$ cat config.mk
export PLATFORM = sky130hd
export DESIGN_NAME = sram_rr_arbiter
export DESIGN_NICKNAME = d
export VERILOG_FILES = /design/src/rtl/sram_rr_arbiter.sv
export SDC_FILE = /design/constraint.sdc
export NUM_CORES = 1
export LEC_CHECK = 0
export ABC_AREA = 1
export BUFFER_PORTS_ARGS = -buffer_cell sky130_fd_sc_hd__buf_4
export CAP_MARGIN = 15
export CORE_MARGIN = 5
export CORE_UTILIZATION = 45
export DETAILED_ROUTE_END_ITERATION = 10
export MAX_ROUTING_LAYER = met4
export PLACE_DENSITY = 0.83
export SYNTH_ARGS = -nofsm -noshare
export SYNTH_HDL_FRONTEND = slang
export SYNTH_SLANG_ARGS = --single-unit
$ cat constraint.sdc
create_clock -name clk -period 1.55 [get_ports clk]
set_input_delay 0.155 -clock clk [delete_from_list [all_inputs] [get_ports clk]]
set_output_delay 0.155 -clock clk [all_outputs]
set_load 0.02 [all_outputs]
$ cat src/rtl/sram_rr_arbiter.sv
// Multi-channel SRAM arbiter: round-robin or fixed-priority grant,
// registered SRAM strobes and an in-order read-return tag pipeline.
module sram_rr_arbiter #(
    parameter int AW         = 19,
    parameter int DW         = 8,
    parameter int NCH        = 2,
    parameter int RD_LATENCY = 1,
    parameter int FIXED_PRI  = 0
) (
    input  logic              clk,
    input  logic              rst_n,
    input  logic              en,
    input  logic [NCH-1:0]    req_valid,
    input  logic [NCH-1:0]    req_we,
    input  logic [NCH*AW-1:0] req_addr,
    input  logic [NCH*DW-1:0] req_wdata,
    output logic [NCH-1:0]    req_ready,
    output logic [DW-1:0]     rd_data,
    output logic [NCH-1:0]    rd_valid,
    output logic [AW-1:0]     sram_addr,
    output logic              sram_ce_n,
    output logic              sram_oe_n,
    output logic              sram_we_n,
    output logic [DW-1:0]     sram_dat_wr,
    input  logic [DW-1:0]     sram_dat_rd
);

    localparam int IW = (NCH > 1) ? $clog2(NCH) : 1;

    typedef struct packed {
        logic          v;
        logic [IW-1:0] ch;
    } tag_t;

    logic [IW-1:0]  r_ptr;
    logic [IW-1:0]  w_gidx;
    logic           w_any;
    logic [NCH-1:0] w_gnt;
    logic           w_xfer;
    logic           w_rd;
    logic [DW-1:0]  r_rd_data;
    logic [AW-1:0]  r_addr;
    logic [DW-1:0]  r_dat_wr;
    logic           r_ce_n;
    logic           r_oe_n;
    logic           r_we_n;
    tag_t           r_tag [RD_LATENCY+1];

    // Loops run from lowest to highest priority so the winner is written last
    always_comb begin
        w_gidx = '0;
        w_any  = 1'b0;
        if (FIXED_PRI != 0) begin
            for (int i = NCH - 1; i >= 0; i--) begin
                if (req_valid[i]) begin
                    w_gidx = IW'(i);
                    w_any  = 1'b1;
                end
            end
        end else begin
            for (int i = NCH; i >= 1; i--) begin
                if (req_valid[(int'(r_ptr) + i) % NCH]) begin
                    w_gidx = IW'((int'(r_ptr) + i) % NCH);
                    w_any  = 1'b1;
                end
            end
        end
    end

    always_comb begin
        w_gnt = '0;
        if (w_any && en && rst_n) begin
            w_gnt[w_gidx] = 1'b1;
        end
    end

    assign req_ready = w_gnt;
    assign w_xfer    = w_any && en && rst_n;
    assign w_rd      = w_xfer && !req_we[w_gidx];

    always_ff @(posedge clk or negedge rst_n) begin
        if (!rst_n) begin
            r_ptr    <= IW'(NCH - 1);
            r_addr   <= '0;
            r_dat_wr <= '0;
            r_ce_n   <= 1'b1;
            r_oe_n   <= 1'b1;
            r_we_n   <= 1'b1;
        end else if (w_xfer) begin
            r_ptr    <= w_gidx;
            r_addr   <= req_addr[int'(w_gidx)*AW +: AW];
            r_dat_wr <= req_wdata[int'(w_gidx)*DW +: DW];
            r_ce_n   <= 1'b0;
            r_oe_n   <= req_we[w_gidx];
            r_we_n   <= !req_we[w_gidx];
        end else begin
            r_ce_n   <= 1'b1;
            r_oe_n   <= 1'b1;
            r_we_n   <= 1'b1;
        end
    end

    // Stage RD_LATENCY-1 lines up with the SRAM data; the last stage is rd_valid
    always_ff @(posedge clk or negedge rst_n) begin
        if (!rst_n) begin
            for (int i = 0; i <= RD_LATENCY; i++) begin
                r_tag[i] <= '0;
            end
            r_rd_data <= '0;
        end else begin
            r_tag[0].v  <= w_rd;
            r_tag[0].ch <= w_gidx;
            for (int i = 1; i <= RD_LATENCY; i++) begin
                r_tag[i] <= r_tag[i-1];
            end
            if (r_tag[RD_LATENCY-1].v) begin
                r_rd_data <= sram_dat_rd;
            end
        end
    end

    always_comb begin
        rd_valid = '0;
        if (r_tag[RD_LATENCY].v) begin
            rd_valid[r_tag[RD_LATENCY].ch] = 1'b1;
        end
    end

    assign rd_data     = r_rd_data;
    assign sram_addr   = r_addr;
    assign sram_dat_wr = r_dat_wr;
    assign sram_ce_n   = r_ce_n;
    assign sram_oe_n   = r_oe_n;
    assign sram_we_n   = r_we_n;

endmodule

==> results.py, run 1 <==
metrics = {
    "outcome": {
        "status": "completed",
    },
    "timing": {
        "hold_viol": 0,
        "period_share": 0.948,
        "min_period_ns": 1.47,
        "max-slew-margin-rel": 0.643,
        "setup_violations": 0,
        "fmax_mhz": 680,
        "tightestPinTransition_ns": 0.536,
        "slew_viol_final": 0,
        "setup-tns-final_ns": 0,
        "rsz0062_at_grt": "no",
        "finalClockSkew_ns": 0.00667,
    },
    "setup_path": {
        "startpoint": "r_ptr",
        "worstPathRequired_ns": 1.39,
        "reg2reg_depth": 9,
        "arrival_ns": 1.32,
        "path_class": "reg2out",
        "critPathMaxFanout": 3,
        "worst_setup_path_end_kind": "primary output",
        "r2r_slack_ns": 0.16,
        "worstSetupEndpoint": "req_ready[0]",
        "start_kind": "register",
        "reg2reg_to": "sram_dat_wr[0]",
        "r2r_start": "r_ptr",
    },
    "floorplan": {
        "die_area_um2": 6240,
        "row_count": 25,
        "die_y_um": 79.0,
        "start_util": 0.459,
        "core_area_um2": 4660,
        "ioPinCount": 111,
        "die_w_um": 79.0,
    },
    "clocking": {
        "cts_max_level": 2,
        "cts_tree": "yes",
        "root_buffer": "clkbuf_8",
        "cts_buffer_depth": 2,
        "clock_latency_ns": 0.29,
        "path_clk_slew_ns": 0.09,
        "cts_buffers": 5,
        "clock-sinks": 43,
    },
    "finish": {
        "final_common_cell": "buf_4",
        "drive_above_1_share": 0.477,
        "synthToLayoutAreaGrowth_pct": 46.8,
        "nets": 433,
        "fillers": 417,
        "antennaDiodeCount": 0,
        "final_cell_mix": "121 x buf_4, 114 x nand2_1, 39 x dfrtp_1",
        "final_core_util": 0.674,
    },
    "grt": {
        "grtUsageTotal": 0.196,
        "gr-max-usage-layer": "met2",
        "grt_pass1_wl_um": 9420,
        "gr-usage-met3": 0.0522,
        "grt_pass1_vias": 2022,
        "grt_use_met1": 0.237,
        "met2_usage": 0.325,
        "grt_max_degree": 44,
        "grt_overflow": 0,
        "antenna_found_initial": 0,
    },
    "placed_design": {
        "port_buffers": 110,
        "gp_congestion": 0.834,
        "dp_hpwl_um": 4330,
    },
    "synthesis": {
        "synthCells": 249,
        "syn-num-nets": 318,
        "seq_area_frac_synth": 0.505,
        "synthDistinctLibCells": 21,
        "avgSynthCellArea_um2": 8.60,
        "ys_warn_count": 0,
        "synth_area_um2": 2140,
        "ys_seq_elements": 43,
    },
    "pwr": {
        "ir_drop_mv": 0.587,
        "cellPowerDensity_nw_per_um2": 1140,
        "leakage_nw": 1.75,
    },
    "detailed_routing": {
        "drc": 0,
        "wl_per_cell_um": 13.8,
        "first_iter_violations": 73,
        "viasPerCell": 4.77,
        "firstDrtPassIters": 4,
        "antenna_left": 0,
        "drt-total-wl_um": 5770,
        "vias": 2000,
    },
    "run": {
        "cap_violations": 0,
    },
    "worst_hold_path": {
        "min_path_type": "in2reg",
    },
}
[cell usage after synthesis, drive strengths merged]
| library cell | instances | area, um^2 |
|---|---|---|
| nand2 | 142 | 622 |
| dfrtp | 39 | 976 |
| nand3 | 27 | 135 |
| buf | 14 | 136 |
| mux2 | 8 | 90.1 |
| nor2 | 6 | 32.5 |
| inv | 5 | 18.8 |
| dfstp | 4 | 105 |
| o21ai | 2 | 10.0 |
| clkbuf | 1 | 7.51 |
| o211ai | 1 | 7.51 |
[worst max-delay path, cell delays in order, from the launching register on]
cell and delay [ns]:
dfstp_2 0.59, nand2_8 0.07, nand2_8 0.07, inv_1 0.05, nor2_2 0.12, buf_6 0.13
[final cells by class]
class / instances / area, um^2 / share of cell area
clock buffer: 5 / 68.8 / 0.0219
clock inverter: 3 / 67.6 / 0.0215
inverter: 5 / 18.8 / 0.00597
multi-input combinational: 186 / 908 / 0.289
sequential: 43 / 1080 / 0.344
tap: 54 / 67.6 / 0.0215
timing repair buffer: 123 / 930 / 0.296
[cell families (layout without fill, tap and decap cells)]
kind of cell	after synthesis	after routing	share of synthesized area
AOI/OAI and AO/OA	3	3	0.00818
buffers and inverters	20	136	0.0760
DFF	43	43	0.505
muxes	8	8	0.0421
and+or+nand+nor	175	175	0.369
[sequential cells by signal (all words and copies together), names as in the netlist]
| signal | cells |
|---|---|
| sram_we_n | 1 |
| rd_data | 8 |
| r_ptr | 1 |
| sram_oe_n | 1 |
| sram_addr | 19 |
| sram_dat_wr | 8 |
| r_tag | 4 |
| sram_ce_n | 1 |
[power breakdown]
part / switching, W / total, W / internal (W)
sequential: 0.000114 / 0.00143 / 0.00132
combinational: 0.000596 / 0.00112 / 0.000524
clock: 0.000394 / 0.00104 / 0.000643
[what timing repair did]
action                                 in CTS  in global routing
gates cloned                                0                  0
gates resized for setup                     1                  2
setup endpoints to repair                   2                  1
hold buffers                                1                  0
pin swaps                                   2                  0
buffers inserted                            4                  0
endpoints found under the hold margin      39                  0
[layer usage]
layer / share of wire / up-vias
li1: - / 997
met1: 0.39 / 916
met2: 0.51 / 78
met3: 0.086 / 9
met4: 0.013 / 0
met5: 0 / -
[metrics by stage]
| stage | total power, W | instances | cell area (um^2) | worst slack, ns | hold slack [ns] |
|---|---|---|---|---|---|
| global placement | 0.00253 | 406 | 2950 | 0.217 | 0.280 |
| global route | 0.00377 | 419 | 3140 | 0.000896 | 0.0854 |
| floorplan | 0.00204 | 249 | 2140 | 0.198 | -0.141 |
| finish | 0.00359 | 419 | 3140 | 0.0799 | 0.0875 |
| detailed placement | 0.00256 | 406 | 2950 | 0.170 | 0.292 |
| CTS | 0.00362 | 419 | 3140 | 0.0542 | 0.0808 |
[worst min path at each step]
stage                    endpoint  depth (start not counted)            from
floorplan                r_tag[0]                          0           rst_n
global placement    sram_addr[13]                          2           rst_n
detailed placement  sram_addr[17]                          2           rst_n
CTS                    rd_data[1]                          2  sram_dat_rd[1]
global route           rd_data[5]                          2  sram_dat_rd[5]
finish                 rd_data[1]                          2  sram_dat_rd[1]
Note: power is estimated with default switching activity, not from simulation.
==> run 2: changes to the inputs <==
- CORE_ASPECT_RATIO: not set -> 1.5
- RECOVER_POWER: not set -> 25
- TNS_END_PERCENT: not set -> 20
==> run 2 against run 1 <==
Compared with the run above: sequential power barely moved; global-route usage up 1.2 points; register-to-register slack hardly changed; combinational power barely moved; die area is 0.45% higher; clock-buffer cell count grew 1; sequential share of layout area grew 0.40 points; clock power decreased by 15%; sequential cell count unchanged; maximum frequency grew 0.26%; wire length up 6.6%; critical endpoint unchanged; largest cell class unchanged; largest power group unchanged; highest routed layer unchanged.
==> results.py, run 2 (same netlist as run 1, synthesis figures left out) <==
metrics = {
    "detailed_routing": {
        "dr.max_layer_used": "met4",
        "wl_met2_um": 3450,
        "wl_per_cell_um": 14.4,
        "first_iter_violations": 67,
        "vias": 2055,
        "drt-total-wl_um": 6160,
        "antenna_left": 0,
        "wl_met3_um": 288,
        "drc": 0,
        "viasPerCell": 4.81,
        "firstDrtPassIters": 4,
        "wl_met1_um": 2240,
    },
    "finish": {
        "final_common_cell": "buf_4",
        "antennaDiodeCount": 0,
        "post-route-cell-area_um2": 3110,
        "seqCellArea_um2": 1080,
        "fillers": 429,
        "final_core_util": 0.678,
        "synthToLayoutAreaGrowth_pct": 45.1,
        "drive_above_1_share": 0.468,
        "final_cell_mix": "117 x buf_4, 114 x nand2_1, 39 x dfrtp_1",
        "finalNonFillerCells": 427,
        "nets": 431,
        "multi_input_area_um2": 911,
        "largest_register_ffs": 19,
    },
    "worst_hold_path": {
        "min_path_type": "in2reg",
    },
    "clocking": {
        "cts_buffer_depth": 2,
        "cts_buffers": 5,
        "path_clk_slew_ns": 0.08,
        "cts_tree": "yes",
        "root_buffer": "clkbuf_8",
        "clock_latency_ns": 0.29,
        "cts_max_level": 2,
        "clock-sinks": 43,
    },
    "setup_path": {
        "path_cells": "nand2_4 > nand2_8 > inv_1 > nor2_2 > buf_4",
        "critPathMaxFanout": 3,
        "path_class": "reg2out",
        "max_stage_delay_ns": 0.56,
        "cp_num_buf_inv": 2,
        "arrival_ns": 1.31,
        "critPathSlowestCell": "dfstp_2",
        "start_kind": "register",
        "crit_family": "flip-flops",
        "worstPathRequired_ns": 1.39,
        "worst_setup_path_end_kind": "primary output",
    },
    "grt": {
        "grt_overflow": 0,
        "grt_max_degree": 44,
        "grtUsageTotal": 0.208,
        "grt_pass1_wl_um": 9640,
        "antenna_found_initial": 0,
        "grt_pass1_vias": 2047,
    },
    "pwr": {
        "cellPowerDensity_nw_per_um2": 1100,
        "ir_drop_mv": 0.617,
        "leakage_nw": 1.73,
    },
    "floorplan": {
        "start_util": 0.467,
        "die_y_um": 94.5,
        "core_area_um2": 4580,
        "row_count": 30,
        "die_w_um": 66.3,
        "die_area_um2": 6270,
        "ioPinCount": 111,
    },
    "placed_design": {
        "dp.cells": 416,
        "gp_congestion": 0.814,
        "port_buffers": 110,
        "dp_hpwl_um": 4540,
        "dpl-instance-area_um2": 2960,
    },
    "timing": {
        "setup-tns-final_ns": 0,
        "setup_violations": 0,
        "min_period_ns": 1.47,
        "period_share": 0.946,
        "hold_viol": 0,
        "rsz0062_at_grt": "no",
        "max-slew-margin-rel": 0.376,
        "worst_hold_slack_ns": 0.0933,
        "slew_viol_final": 0,
        "fmax_mhz": 682,
        "finalClockSkew_ns": 0.00979,
        "tightestPinTransition_ns": 0.937,
    },
    "run": {
        "cap_violations": 0,
    },
    "outcome": {
        "status": "completed",
    },
}
run 2: cell types whose count changed in the layout (fill, tap and decap cells not counted):
cell / previous run / this run
nand2_4: 0 / 2
inv_1: 4 / 5
inv_2: 1 / 0
clkbuf_8: 5 / 6
clkbuf_1: 0 / 1
buf_4: 121 / 117
buf_6: 1 / 0
clkinvlp_4: 1 / 0
nand2_8: 2 / 1
buf_2: 0 / 1
clkinv_2: 0 / 1
bufinv_16: 2 / 1
run 2: worst paths after layout:
| path | depth (start not counted) | end | from | slack [ns] |
|---|---|---|---|---|
| min in group asynchronous | 3 | r_tag[0] | rst_n | 0.66 |
| worst max register to register | 8 | sram_addr[2] | r_ptr | 0.16 |
| worst max-delay path | 5 | req_ready[0] | r_ptr | 0.08 |
| worst min register to register | 0 | r_tag[0] | r_tag[2] | 0.36 |
| worst min-delay path | 2 | rd_data[7] | sram_dat_rd[7] | 0.09 |
| max in group asynchronous | 3 | sram_dat_wr[6] | rst_n | 0.32 |
run 2: layout make-up:
cell class	count	share of cell area
sequential	43	0.348
multi-input combinational	187	0.293
timing repair buffer	120	0.289
clock buffer	6	0.0266
tap	64	0.0258
clock inverter	2	0.0113
inverter	5	0.00604
run 2: per-stage QoR:
stage               worst slack [ns]  power (W)
floorplan                      0.198    0.00204
finish                        0.0837    0.00343
global placement               0.317    0.00253
detailed placement             0.273    0.00256
global route                  0.0291    0.00360
CTS                           0.0569    0.00347
run 2: worst reg2reg max path: cells and delay by family, from the launching register on:
kind | cells | cell delay [ns]
buffers and inverters | 2 | 0.39
flip-flops | 1 | 0.56
AND/OR/NAND/NOR | 6 | 0.41
run 2: what timing repair did:
item / in CTS / in global routing
pin swaps: 1 / 0
gates cloned: 1 / 0
gates resized for setup: 0 / 1
endpoints found under the hold margin: 39 / 0
setup endpoints to repair: 1 / 1
setup buffers: 1 / 0
hold buffers: 1 / 0
run 2: metal layers:
layer  vias up  global-route usage
met3        14              0.0238
met2        80               0.370
li1       1000                   -
met1       961               0.222
met5         -                   -
met4         0               0.108
run 2: power breakdown:
part           switching, W  leakage (nW)  total [W]  internal [W]
logic              0.000608          1.14    0.00112      0.000509
clock network      0.000364        0.0612   0.000885      0.000521
registers          0.000107         0.528    0.00142       0.00132
